===== src/rtl/img_cap_pkg.sv =====
//------------------------------------------------------------------------------
// img_cap_pkg
//   Shared definitions for the camera capture path: capture FSM encoding,
//   memory word width, pad byte, default frame geometry and small helpers
//   that build the 32-bit memory word from pixel content.
//
//   No ports (package).
//------------------------------------------------------------------------------
package img_cap_pkg;

    // Capture FSM encoding (2 bits, also visible on the debug state output).
    typedef enum logic [1:0] {
        S_IDLE   = 2'd0,
        S_SYNC   = 2'd1,
        S_ACTIVE = 2'd2,
        S_DRAIN  = 2'd3
    } cap_state_t;

    // Width of one word handed to the frame-buffer write port.
    localparam int PIX_WORD_W = 32;

    // Upper byte of every word; pixels are 24-bit RGB.
    localparam logic [7:0] PAD_BYTE = 8'h00;

    // Default frame geometry (VGA).
    localparam int FRAME_W_DEF       = 640;
    localparam int FRAME_H_DEF       = 480;
    localparam int PIX_PER_FRAME_DEF = FRAME_W_DEF * FRAME_H_DEF;

    // Memory word from camera bytes: {pad, R, G, B}.
    function automatic logic [PIX_WORD_W-1:0] pack_rgb(
        input logic [7:0] r,
        input logic [7:0] g,
        input logic [7:0] b
    );
        return {PAD_BYTE, r, g, b};
    endfunction

    // Memory word from a 24-bit generated pattern value.
    function automatic logic [PIX_WORD_W-1:0] pack_pattern(
        input logic [23:0] v
    );
        return {PAD_BYTE, v};
    endfunction

endpackage


===== src/rtl/sync_fifo_fwft.sv =====
//------------------------------------------------------------------------------
// sync_fifo_fwft
//   Single-clock FIFO with a registered output stage. Storage holds DEPTH
//   entries; the output register holds one more, so the total capacity is
//   DEPTH+1 words. A pushed word always lands in storage first and moves to
//   the output register on the following edge.
//
//   Handshake (o_valid/i_rdy): a word transfers on a clock edge where both
//   o_valid and i_rdy are high. While o_valid is high and i_rdy is low, o_data
//   is held and o_valid stays high. o_valid falls only after a transfer (or on
//   reset). One transfer per cycle is possible.
//
// Ports:
//   clk      in   clock
//   rst_n    in   asynchronous active-low reset
//   i_push   in   write request for i_data
//   i_data   in   W   write data
//   o_drop   out  push this cycle is rejected (storage full, no pop)
//   i_rdy    in   consumer accepts o_data
//   o_valid  out  o_data valid
//   o_data   out  W   head word
//   o_empty  out  nothing stored, output register empty
//   o_full   out  storage full and output register occupied
//------------------------------------------------------------------------------
module sync_fifo_fwft #(
    parameter int W     = 32,
    parameter int DEPTH = 16,
    parameter int AW    = 4
) (
    input  logic         clk,
    input  logic         rst_n,
    input  logic         i_push,
    input  logic [W-1:0] i_data,
    output logic         o_drop,
    input  logic         i_rdy,
    output logic         o_valid,
    output logic [W-1:0] o_data,
    output logic         o_empty,
    output logic         o_full
);

    logic [W-1:0] r_mem [DEPTH];
    // Extra MSB on each pointer separates full from empty.
    logic [AW:0]  r_wr_ptr;
    logic [AW:0]  r_rd_ptr;
    logic         r_out_valid;
    logic [W-1:0] r_out_data;

    logic w_mem_empty;
    logic w_mem_full;
    logic w_out_load;
    logic w_mem_pop;
    logic w_mem_push;

    always_comb begin
        w_mem_empty = (r_wr_ptr == r_rd_ptr);
        w_mem_full  = (r_wr_ptr[AW] != r_rd_ptr[AW]) &&
                      (r_wr_ptr[AW-1:0] == r_rd_ptr[AW-1:0]);
        // Output register can take a new word when empty or being consumed.
        w_out_load  = !r_out_valid || i_rdy;
        w_mem_pop   = w_out_load && !w_mem_empty;
        // A full store still accepts a push when its head leaves this cycle.
        w_mem_push  = i_push && (!w_mem_full || w_mem_pop);
    end

    always_ff @(posedge clk or negedge rst_n) begin
        if (!rst_n) begin
            r_wr_ptr    <= '0;
            r_rd_ptr    <= '0;
            r_out_valid <= 1'b0;
            r_out_data  <= '0;
        end else begin
            if (w_mem_push) begin
                r_wr_ptr <= r_wr_ptr + 1'b1;
            end
            if (w_mem_pop) begin
                r_rd_ptr   <= r_rd_ptr + 1'b1;
                r_out_data <= r_mem[r_rd_ptr[AW-1:0]];
            end
            if (w_out_load) begin
                r_out_valid <= !w_mem_empty;
            end
        end
    end

    // Storage array needs no reset; pointers define its contents.
    always_ff @(posedge clk) begin
        if (w_mem_push) begin
            r_mem[r_wr_ptr[AW-1:0]] <= i_data;
        end
    end

    assign o_drop  = i_push && !w_mem_push;
    assign o_valid = r_out_valid;
    assign o_data  = r_out_data;
    assign o_empty = w_mem_empty && !r_out_valid;
    assign o_full  = w_mem_full && r_out_valid;

endmodule


===== src/rtl/cam_pix_packer.sv =====
//------------------------------------------------------------------------------
// cam_pix_packer
//   Samples a byte-serial camera stream (vsync/href qualified, bytes R,G,B),
//   assembles 24-bit pixels, pads them to 32-bit words {8'h00,R,G,B} and
//   queues them for the frame-buffer write port. Reports frame completion,
//   pixel count mismatch and FIFO overflow.
//
//   Build option: define CAM_PIX_PACKER_TST_PATT_EN to let tst_mode replace
//   the camera bytes with a per-frame incrementing 24-bit pattern.
//
//   Write handshake: a word transfers on a clock edge with wr_req && wr_rdy;
//   wr_data is held while wr_req && !wr_rdy; wr_req never drops without a
//   transfer except on reset; back-to-back transfers are allowed.
//
// Ports:
//   clk         in   system clock
//   reset       in   asynchronous active-low reset
//   cap_en      in   capture enable (level)
//   pix_valid   in   pix_data qualifier
//   pix_data    in   8  camera byte
//   vsync       in   high = vertical blanking
//   href        in   high = active line
//   tst_mode    in   pattern select (only with CAM_PIX_PACKER_TST_PATT_EN)
//   wr_rdy      in   downstream accepts a word
//   wr_req      out  wr_data valid
//   wr_data     out  32 {8'h00,R,G,B}
//   frame_done  out  one-cycle pulse after a frame has fully drained
//   frame_err   out  sticky: a frame's pixel count differed from PIX_PER_FRAME
//   overflow    out  sticky: a pixel was dropped on a full FIFO
//   busy        out  FSM not idle
//   dbg_state   out  2  current FSM state (cap_state_t encoding)
//------------------------------------------------------------------------------
module cam_pix_packer
    import img_cap_pkg::*;
#(
    parameter int FIFO_DEPTH    = 16,
    parameter int FIFO_AW       = 4,
    parameter int PIX_PER_FRAME = PIX_PER_FRAME_DEF,
    parameter int CNT_W         = 19
) (
    input  logic                  clk,
    input  logic                  reset,
    input  logic                  cap_en,
    input  logic                  pix_valid,
    input  logic [7:0]            pix_data,
    input  logic                  vsync,
    input  logic                  href,
    input  logic                  tst_mode,
    input  logic                  wr_rdy,
    output logic                  wr_req,
    output logic [PIX_WORD_W-1:0] wr_data,
    output logic                  frame_done,
    output logic                  frame_err,
    output logic                  overflow,
    output logic                  busy,
    output logic [1:0]            dbg_state
);

    localparam logic [CNT_W-1:0] LP_PPF = CNT_W'(PIX_PER_FRAME);

    cap_state_t r_state;
    cap_state_t w_state_nxt;

    logic                  r_vsync_d;
    logic                  r_vs_vld;
    logic [1:0]            r_phase;
    logic [7:0]            r_byte_r;
    logic [7:0]            r_byte_g;
    logic [CNT_W-1:0]      r_pix_cnt;
    logic                  r_push;
    logic [PIX_WORD_W-1:0] r_push_data;
    logic                  r_frame_done;
    logic                  r_frame_err;
    logic                  r_overflow;

    logic                  w_vs_fall;
    logic                  w_vs_rise;
    logic                  w_accept;
    logic                  w_pix_done;
    logic                  w_clr_flags;
    logic                  w_frame_start;
    logic                  w_drain_done;
    logic                  w_fifo_empty;
    logic                  w_drop;
    logic                  w_unused_full;
    logic [PIX_WORD_W-1:0] w_pix_word;

    // r_vs_vld masks the first cycle after reset, when r_vsync_d is not yet
    // a real sample of vsync.
    always_comb begin
        w_vs_fall  = r_vs_vld && r_vsync_d && !vsync;
        w_vs_rise  = r_vs_vld && !r_vsync_d && vsync;
        w_accept   = (r_state == S_ACTIVE) && href && pix_valid;
        w_pix_done = w_accept && (r_phase == 2'd2);
    end

    //--------------------------------------------------------------------------
    // FSM
    //--------------------------------------------------------------------------
    always_ff @(posedge clk or negedge reset) begin
        if (!reset) begin
            r_state <= S_IDLE;
        end else begin
            r_state <= w_state_nxt;
        end
    end

    always_comb begin
        w_state_nxt   = r_state;
        w_clr_flags   = 1'b0;
        w_frame_start = 1'b0;
        w_drain_done  = 1'b0;
        case (r_state)
            S_IDLE: begin
                if (cap_en) begin
                    w_clr_flags = 1'b1;
                    w_state_nxt = S_SYNC;
                end
            end
            S_SYNC: begin
                if (!cap_en) begin
                    w_state_nxt = S_IDLE;
                end else if (w_vs_fall) begin
                    w_frame_start = 1'b1;
                    w_state_nxt   = S_ACTIVE;
                end
            end
            S_ACTIVE: begin
                // cap_en is not looked at here: a started frame always finishes.
                if (w_vs_rise) begin
                    w_state_nxt = S_DRAIN;
                end
            end
            S_DRAIN: begin
                // r_push covers a pixel completed in the last active cycle
                // that has not reached the FIFO yet.
                if (w_fifo_empty && !r_push) begin
                    w_drain_done = 1'b1;
                    w_state_nxt  = cap_en ? S_SYNC : S_IDLE;
                end
            end
            default: begin
                w_state_nxt = S_IDLE;
            end
        endcase
    end

    //--------------------------------------------------------------------------
    // Pixel word content
    //--------------------------------------------------------------------------
`ifdef CAM_PIX_PACKER_TST_PATT_EN
    logic [23:0] r_tp_cnt;

    always_ff @(posedge clk or negedge reset) begin
        if (!reset) begin
            r_tp_cnt <= '0;
        end else if (w_frame_start) begin
            r_tp_cnt <= '0;
        end else if (w_pix_done) begin
            r_tp_cnt <= r_tp_cnt + 24'd1;
        end
    end

    always_comb begin
        w_pix_word = tst_mode ? pack_pattern(r_tp_cnt)
                              : pack_rgb(r_byte_r, r_byte_g, pix_data);
    end
`else
    logic w_unused_tst;
    assign w_unused_tst = tst_mode;

    always_comb begin
        w_pix_word = pack_rgb(r_byte_r, r_byte_g, pix_data);
    end
`endif

    //--------------------------------------------------------------------------
    // Capture datapath and status flags
    //--------------------------------------------------------------------------
    always_ff @(posedge clk or negedge reset) begin
        if (!reset) begin
            r_vsync_d    <= 1'b0;
            r_vs_vld     <= 1'b0;
            r_phase      <= 2'd0;
            r_byte_r     <= '0;
            r_byte_g     <= '0;
            r_pix_cnt    <= '0;
            r_push       <= 1'b0;
            r_push_data  <= '0;
            r_frame_done <= 1'b0;
            r_frame_err  <= 1'b0;
            r_overflow   <= 1'b0;
        end else begin
            r_vsync_d <= vsync;
            r_vs_vld  <= 1'b1;

            // Byte phase; href low drops any partial pixel.
            if (w_frame_start) begin
                r_phase <= 2'd0;
            end else if (r_state == S_ACTIVE) begin
                if (!href) begin
                    r_phase <= 2'd0;
                end else if (pix_valid) begin
                    r_phase <= (r_phase == 2'd2) ? 2'd0 : r_phase + 2'd1;
                end
            end

            if (w_accept && (r_phase == 2'd0)) begin
                r_byte_r <= pix_data;
            end
            if (w_accept && (r_phase == 2'd1)) begin
                r_byte_g <= pix_data;
            end

            // Completed pixel is staged one cycle, then pushed.
            r_push <= w_pix_done;
            if (w_pix_done) begin
                r_push_data <= w_pix_word;
            end

            // Counts dropped pixels too; saturates at all-ones.
            if (w_frame_start) begin
                r_pix_cnt <= '0;
            end else if (w_pix_done && (r_pix_cnt != {CNT_W{1'b1}})) begin
                r_pix_cnt <= r_pix_cnt + 1'b1;
            end

            r_frame_done <= w_drain_done;

            if (w_clr_flags) begin
                r_frame_err <= 1'b0;
            end else if (w_drain_done && (r_pix_cnt != LP_PPF)) begin
                r_frame_err <= 1'b1;
            end

            if (w_clr_flags) begin
                r_overflow <= 1'b0;
            end else if (w_drop) begin
                r_overflow <= 1'b1;
            end
        end
    end

    //--------------------------------------------------------------------------
    // Word FIFO
    //--------------------------------------------------------------------------
    sync_fifo_fwft #(
        .W     (PIX_WORD_W),
        .DEPTH (FIFO_DEPTH),
        .AW    (FIFO_AW)
    ) u_fifo (
        .clk     (clk),
        .rst_n   (reset),
        .i_push  (r_push),
        .i_data  (r_push_data),
        .o_drop  (w_drop),
        .i_rdy   (wr_rdy),
        .o_valid (wr_req),
        .o_data  (wr_data),
        .o_empty (w_fifo_empty),
        .o_full  (w_unused_full)
    );

    assign frame_done = r_frame_done;
    assign frame_err  = r_frame_err;
    assign overflow   = r_overflow;
    assign busy       = (r_state != S_IDLE);
    assign dbg_state  = r_state;

endmodule


===== config.mk =====
export PLATFORM = sky130hd
export DESIGN_NAME = cam_pix_packer
export DESIGN_NICKNAME = d
export VERILOG_FILES = /design/src/rtl/img_cap_pkg.sv /design/src/rtl/sync_fifo_fwft.sv /design/src/rtl/cam_pix_packer.sv
export SDC_FILE = /design/constraint.sdc
export NUM_CORES = 1
export LEC_CHECK = 0
export ABC_AREA = 1
export CAP_MARGIN = 15
export CORE_MARGIN = 2
export CORE_UTILIZATION = 45
export DETAILED_ROUTE_END_ITERATION = 8
export SYNTH_ARGS = -nofsm -noshare
export SYNTH_HDL_FRONTEND = slang
export SYNTH_SLANG_ARGS = --single-unit

===== constraint.sdc =====
create_clock -name clk -period 3.57 [get_ports clk]
set_input_delay 0.8925 -clock clk [delete_from_list [all_inputs] [get_ports clk]]
set_output_delay 0.8925 -clock clk [all_outputs]
set_load 0.01 [all_outputs]

==> impl_metrics.py, run 1 <==
metrics = {
    "placed_design": {
        "hpwl_mm": 26.6,
        "gp_congestion": 0.829,
        "port_buffers": 45,
    },
    "cells_and_area": {
        "antenna_cells": 0,
        "drive_above_1_share": 0.103,
        "fin_util": 0.526,
        "fin_nets": 1713,
        "syn2layout_area_growth_pct": 15.3,
        "fill_cells": 3756,
    },
    "clock_network": {
        "cts_max_level": 2,
        "clk_pin_slew_worst_paths_ns": 0.06,
        "cts_tree": "yes",
        "clock_latency_ns": 0.60,
        "cts-root-buf": "clkbuf_16",
        "hold_buffers": 0,
        "numCtsBuffers": 50,
        "clockBufferDepth": 3,
        "cts_resized": 0,
        "cts_sinks": 488,
        "post_cts_buffers": 0,
    },
    "drt": {
        "vias": 12700,
        "antenna_left": 0,
        "drt_wl_total_mm": 47.5,
        "routed_via_density": 5.46,
        "drt-pass1-iter-count": 5,
        "remaining_drc_errors": 0,
        "drt_first_iter_violations": 1161,
        "wl_per_cell_um": 20.5,
    },
    "pwr": {
        "power_frac_seq": 0.416,
        "p_per_area_nw_per_um2": 743,
        "pwr-share-comb": 0.264,
        "p_int_w": 0.0112,
        "p_leak_nw": 7.76,
        "peakVddDrop_uv": 657,
        "p_sw_frac": 0.335,
        "netSwitchingPower_w": 0.00565,
        "total_power_w": 0.0169,
        "power_frac_clock": 0.320,
    },
    "critical_path": {
        "timing.rr.start": "u_fifo.r_wr_ptr[2]$_DFFE_PN0P_",
        "crit_fanout": 7,
        "worst_setup_path_start_kind": "register",
        "r2r.worst_path.cells": 10,
        "worstPathArrival_ns": 1.75,
        "worstPathRequired_ns": 2.68,
        "r2r-end": "u_fifo.r_mem[6][3]$_DFFE_PP_",
        "cp-end-kind": "output pin",
        "ff2ff_setup_slack_ns": 1.13,
        "crit_type": "reg -> out",
    },
    "sta": {
        "hold_violations": 0,
        "rsz0062_at_grt": "no",
        "setup_viol": 0,
        "fin_skew_ns": 0.0262,
        "relSlewSlack": 0.377,
        "fin_setup_tns_ns": 0,
        "fin_crit_sh": 0.739,
        "worst_slew_pin_slew_ns": 0.934,
        "slew_violations": 0,
        "max_freq_ghz": 0.379,
        "finalCriticalPeriod_ns": 2.64,
    },
    "global_routing": {
        "grt_pass1_vias": 12300,
        "grt_max_degree": 195,
        "grtUsageTotal": 0.216,
        "antenna_found_initial": 0,
        "grt_pass1_wl_mm": 73.5,
        "grt-ovfl-total": 0,
    },
    "synthesis": {
        "synth_area_leaders": "edfxtp_1 (59%), dfrtp_1 (13%), nor2_1 (5.8%)",
        "ys_seq_area_frac": 0.718,
        "ys_dominant_reg_cell": "edfxtp_1",
        "synth.largest_area_cell": "edfxtp_1",
        "netlist_area_um2": 19700,
        "ys_warn_count": 0,
        "synth_edf_count": 384,
        "synth_area_per_cell_um2": 11.9,
        "ys_types": 37,
        "synth_common_cells": "edfxtp_1 (384), nor2_1 (305), o21ai_0 (225)",
        "ys_ff_latch": 488,
        "syn_inst": 1651,
        "synth-async-reset-ratio": 0.213,
        "synth_top_area_share": 0.586,
        "synth.most_common_cell": "edfxtp_1",
    },
    "worst_hold_path": {
        "min_path_type": "in -> async",
    },
    "floorplanning": {
        "std_cell_rows": 76,
        "die_h_um": 213,
        "pin_count": 55,
        "die_width_um": 213,
        "start_util": 0.456,
        "core_um2": 43200,
        "die_area_um2": 45400,
    },
    "job": {
        "drv_cap": 0,
    },
    "outcome": {
        "status": "completed",
    },
}
layout make-up:
cell class,instances,area (um^2),area share
clock inverters,29,342,0.0150
well taps,585,732,0.0322
flip-flops and latches,488,14100,0.623
inverters,54,210,0.00926
multi-input cells,1018,5000,0.220
clock buffers,65,1380,0.0607
repair buffers,78,896,0.0395
sequential cells by signal (all words and copies together), names as in the netlist, 2 cells and up, named ones only:
signal / count
u_fifo.r_mem: 384
r_push_data: 24
u_fifo.o_data: 24
r_pix_cnt: 19
r_byte_g: 8
r_byte_r: 8
u_fifo.r_rd_ptr: 5
u_fifo.r_wr_ptr: 5
r_phase: 2
per-stage QoR:
step	hold WS, ns	area [um^2]	cells	setup slack, ns
after floorplan	0.442	19700	1658	0.648
after global placement	0.453	21000	2223	0.406
after detailed placement	0.460	21000	2223	0.397
after CTS	0.236	22700	2317	0.893
after global routing	0.269	22700	2317	0.800
final	0.250	22700	2317	0.930
per-layer routing:
metal  wire, um  GRT usage
met5          0          0
met4        989     0.0589
met3       3120     0.0332
met2      21500      0.335
met1      21900      0.319
worst max path at each step:
stage | startpoint | end | slack, ns
floorplan | wr_rdy | u_fifo.r_mem[11][0]$_DFFE_PP_ | 0.65
global placement | wr_rdy | u_fifo.r_mem[6][17]$_DFFE_PP_ | 0.41
detailed placement | wr_rdy | u_fifo.r_mem[6][17]$_DFFE_PP_ | 0.40
CTS | register | busy | 0.89
global route | wr_rdy | u_fifo.r_mem[6][3]$_DFFE_PP_ | 0.80
finish | register | busy | 0.93
cell families after synthesis:
logic type | synth area share
DFF | 0.718
buffers and inverters | 0.0355
adders and majority gates | 0.00445
other | 0.000381
xor gates and xnor gates | 0.00756
AOI/OAI and AO/OA | 0.105
and+or+nand+nor | 0.129
critical path, cell delays in order, from the launching register on:
cell and delay [ns]:
dfrtp_1 0.46, nor2_1 0.08, inv_1 0.08, clkdlybuf4s50_1 0.54
layout by cell type (no fill, tap or decap), drive strengths merged, types with 15 or more instances in the layout:
cell | netlist | final
nand2 | 230 | 230
a21oi | 27 | 27
nand3 | 60 | 60
xor2 | 15 | 15
o21ai | 240 | 240
o22ai | 48 | 48
clkbuf | 56 | 65
inv | 54 | 57
clkdlybuf4s50 | 0 | 44
o221ai | 28 | 28
buf | 42 | 34
nor2 | 309 | 309
edfxtp | 384 | 384
dfrtp | 104 | 104
o211ai | 20 | 20
power groups by stage:
stage	clock network [W]	registers [W]	logic, W
2_1_floorplan	0	0.00699	0.00289
3_3_place_gp	0	0.00711	0.00438
3_5_place_dp	0	0.00713	0.00445
4_1_cts	0.00550	0.00701	0.00448
5_1_grt	0.00574	0.00707	0.00499
6_report	0.00541	0.00702	0.00445
(Power assumes the default switching activity.)
==> run 2, diff against run 1 <==
==> constraint.sdc (replaced) <==
create_clock -name clk -period 2.5 [get_ports clk]
set_input_delay 0.625 -clock clk [delete_from_list [all_inputs] [get_ports clk]]
set_output_delay 0.625 -clock clk [all_outputs]
set_load 0.01 [all_outputs]
==> impl_metrics.py, run 2 (synthesis gave the netlist of run 1 again) <==
metrics = {
    "placed_design": {
        "hpwl_mm": 27.3,
        "gp_congestion": 0.801,
        "port_buffers": 45,
        "dp.cells": 2250,
    },
    "critical_path": {
        "cp_slowest_cell": "clkdlybuf4s50_1",
        "worstPathRequired_ns": 1.88,
        "cpPeakStageDelay_ns": 0.54,
        "critPathBufInv": 2,
        "worstPathArrival_ns": 1.72,
        "crit_chain": "nor2_1 -> inv_1 -> clkdlybuf4s50_1",
        "crit_fanout": 6,
        "worst_setup_path_start_kind": "register",
        "crit_type": "reg -> out",
        "cp-end-kind": "output pin",
        "cp_top_family": "buffers and inverters",
    },
    "clock_network": {
        "post_cts_buffers": 0,
        "cts_max_level": 2,
        "cts_sinks": 488,
        "cts_tree": "yes",
        "clockBufferDepth": 3,
        "numCtsBuffers": 51,
        "clk_pin_slew_worst_paths_ns": 0.06,
        "cts-root-buf": "clkbuf_16",
        "clock_latency_ns": 0.59,
    },
    "pwr": {
        "netSwitchingPower_w": 0.00807,
        "total_power_w": 0.0239,
        "power_frac_seq": 0.420,
        "pwr-share-comb": 0.270,
        "p_per_area_nw_per_um2": 1040,
        "p_leak_nw": 7.91,
        "power_frac_clock": 0.310,
        "p_sw_frac": 0.338,
        "peakVddDrop_uv": 747,
        "p_int_w": 0.0158,
    },
    "cells_and_area": {
        "mostFrequentLayoutCells": "edfxtp_1 (384), nor2_1 (288), o21ai_0 (225)",
        "instances_no_fill": 2346,
        "fill_cells": 3724,
        "antenna_cells": 0,
        "drive_above_1_share": 0.114,
        "regArea_um2": 14100,
        "multi_input_area_um2": 5000,
        "fin_util": 0.533,
        "syn2layout_area_growth_pct": 16.8,
        "final_common_cell": "edfxtp_1",
        "largest_reg_flops": 384,
        "fin_nets": 1742,
    },
    "sta": {
        "relSlewSlack": 0.449,
        "max_freq_ghz": 0.426,
        "fin_skew_ns": 0.0228,
        "fin_setup_tns_ns": 0,
        "slew_violations": 0,
        "setup_viol": 0,
        "rsz0062_at_grt": "no",
        "fin_crit_sh": 0.938,
        "hold_violations": 0,
        "worst_slew_pin_slew_ns": 0.827,
        "finalCriticalPeriod_ns": 2.35,
    },
    "drt": {
        "drt-pass1-iter-count": 7,
        "drt_first_iter_violations": 1220,
        "vias": 12800,
        "antenna_left": 0,
        "drt_wl_total_mm": 47.8,
        "wl_per_cell_um": 20.4,
        "routed_via_density": 5.45,
        "remaining_drc_errors": 0,
    },
    "outcome": {
        "status": "completed",
    },
    "floorplanning": {
        "die_width_um": 213,
        "die_h_um": 213,
        "start_util": 0.456,
        "std_cell_rows": 76,
        "core_um2": 43200,
        "die_area_um2": 45400,
        "pin_count": 55,
    },
    "global_routing": {
        "grt_pass1_wl_mm": 73.4,
        "grt_max_degree": 149,
        "grtUsageTotal": 0.216,
        "antenna_found_initial": 0,
        "grt_pass1_vias": 12600,
        "grt-ovfl-total": 0,
    },
    "worst_hold_path": {
        "min_path_type": "reg -> reg",
    },
    "job": {
        "drv_cap": 0,
    },
}
-- run 2: path summary, 6_finish.rpt --
| path | start | slack [ns] | end | cells after the start |
|---|---|---|---|---|
| max in group asynchronous | reset | 1.24 | u_fifo.o_data[17]$_DFFE_PN0P_ | 3 |
| worst max-delay path | dbg_state[0]$_DFFE_PN0P_ | 0.15 | busy | 3 |
| worst max register to register | u_fifo.r_rd_ptr[3]$_DFFE_PN0P_ | 0.28 | u_fifo.r_mem[2][20]$_DFFE_PP_ | 10 |
| worst min register to register | r_byte_g[5]$_DFFE_PN0P_ | 0.45 | r_push_data[13]$_DFFE_PN0P_ | 2 |
| worst min-delay path | r_byte_g[5]$_DFFE_PN0P_ | 0.45 | r_push_data[13]$_DFFE_PN0P_ | 2 |
| min in group asynchronous | reset | 0.56 | r_push_data[21]$_DFFE_PN0P_ | 2 |
-- run 2: timing repair --
| action | CTS | global route |
|---|---|---|
| hold buffers | 1 | 0 |
| resized for setup | 0 | 1 |
| endpoints found under the setup margin | 0 | 1 |
| endpoints found under the hold margin | 3 | 0 |
-- run 2: layout make-up --
type / instances / area share
Tap cell: 585 / 0.0318
Inverter: 54 / 0.00914
Clock buffer: 73 / 0.0644
Sequential cell: 488 / 0.615
Multi-Input combinational cell: 1018 / 0.217
Timing Repair Buffer: 106 / 0.0547
Clock inverter: 22 / 0.00751
-- run 2: power by group through the flow --
stage	sequential [W]	clock (W)	combinational (W)
finish	0.0100	0.00740	0.00645
global placement	0.0102	0	0.00631
floorplan	0.00998	0	0.00412
detailed placement	0.0102	0	0.00642
CTS	0.0100	0.00754	0.00648
global route	0.0101	0.00788	0.00719
-- run 2: tightest hold or removal path, stage by stage, from the launching register on --
cell	delay, ns
dfrtp_1	0.34
nand2_1	0.05
nand2_1	0.04
-- run 2: through the flow --
stage | area [um^2] | setup slack [ns] | hold slack, ns
after floorplan | 19700 | -0.154 | 0.329
after global placement | 21300 | -0.169 | 0.453
after detailed placement | 21300 | -0.155 | 0.454
after CTS | 23000 | 0.0965 | 0.454
after global routing | 23000 | 0.0488 | 0.472
final | 23000 | 0.154 | 0.454
-- run 2: routing by layer --
metal	GRT usage	wire length, um	vias up
li1	-	-	5988
met4	0.0603	1080	0
met2	0.341	22100	416
met5	0	0	-
met1	0.306	21500	6298
met3	0.0418	3030	81
==> run 3, diff against run 2 <==
--- a/config.mk
+++ b/config.mk
@@ -10,6 +10,8 @@
 export CORE_MARGIN = 2
 export CORE_UTILIZATION = 45
 export DETAILED_ROUTE_END_ITERATION = 8
+export GPL_ROUTABILITY_DRIVEN = 0
+export SKIP_LAST_GASP = 1
 export SYNTH_ARGS = -nofsm -noshare
 export SYNTH_HDL_FRONTEND = slang
 export SYNTH_SLANG_ARGS = --single-unit
==> results of run 3 <==
No change in the layout: final DEF, timing and power equal those of run 2.
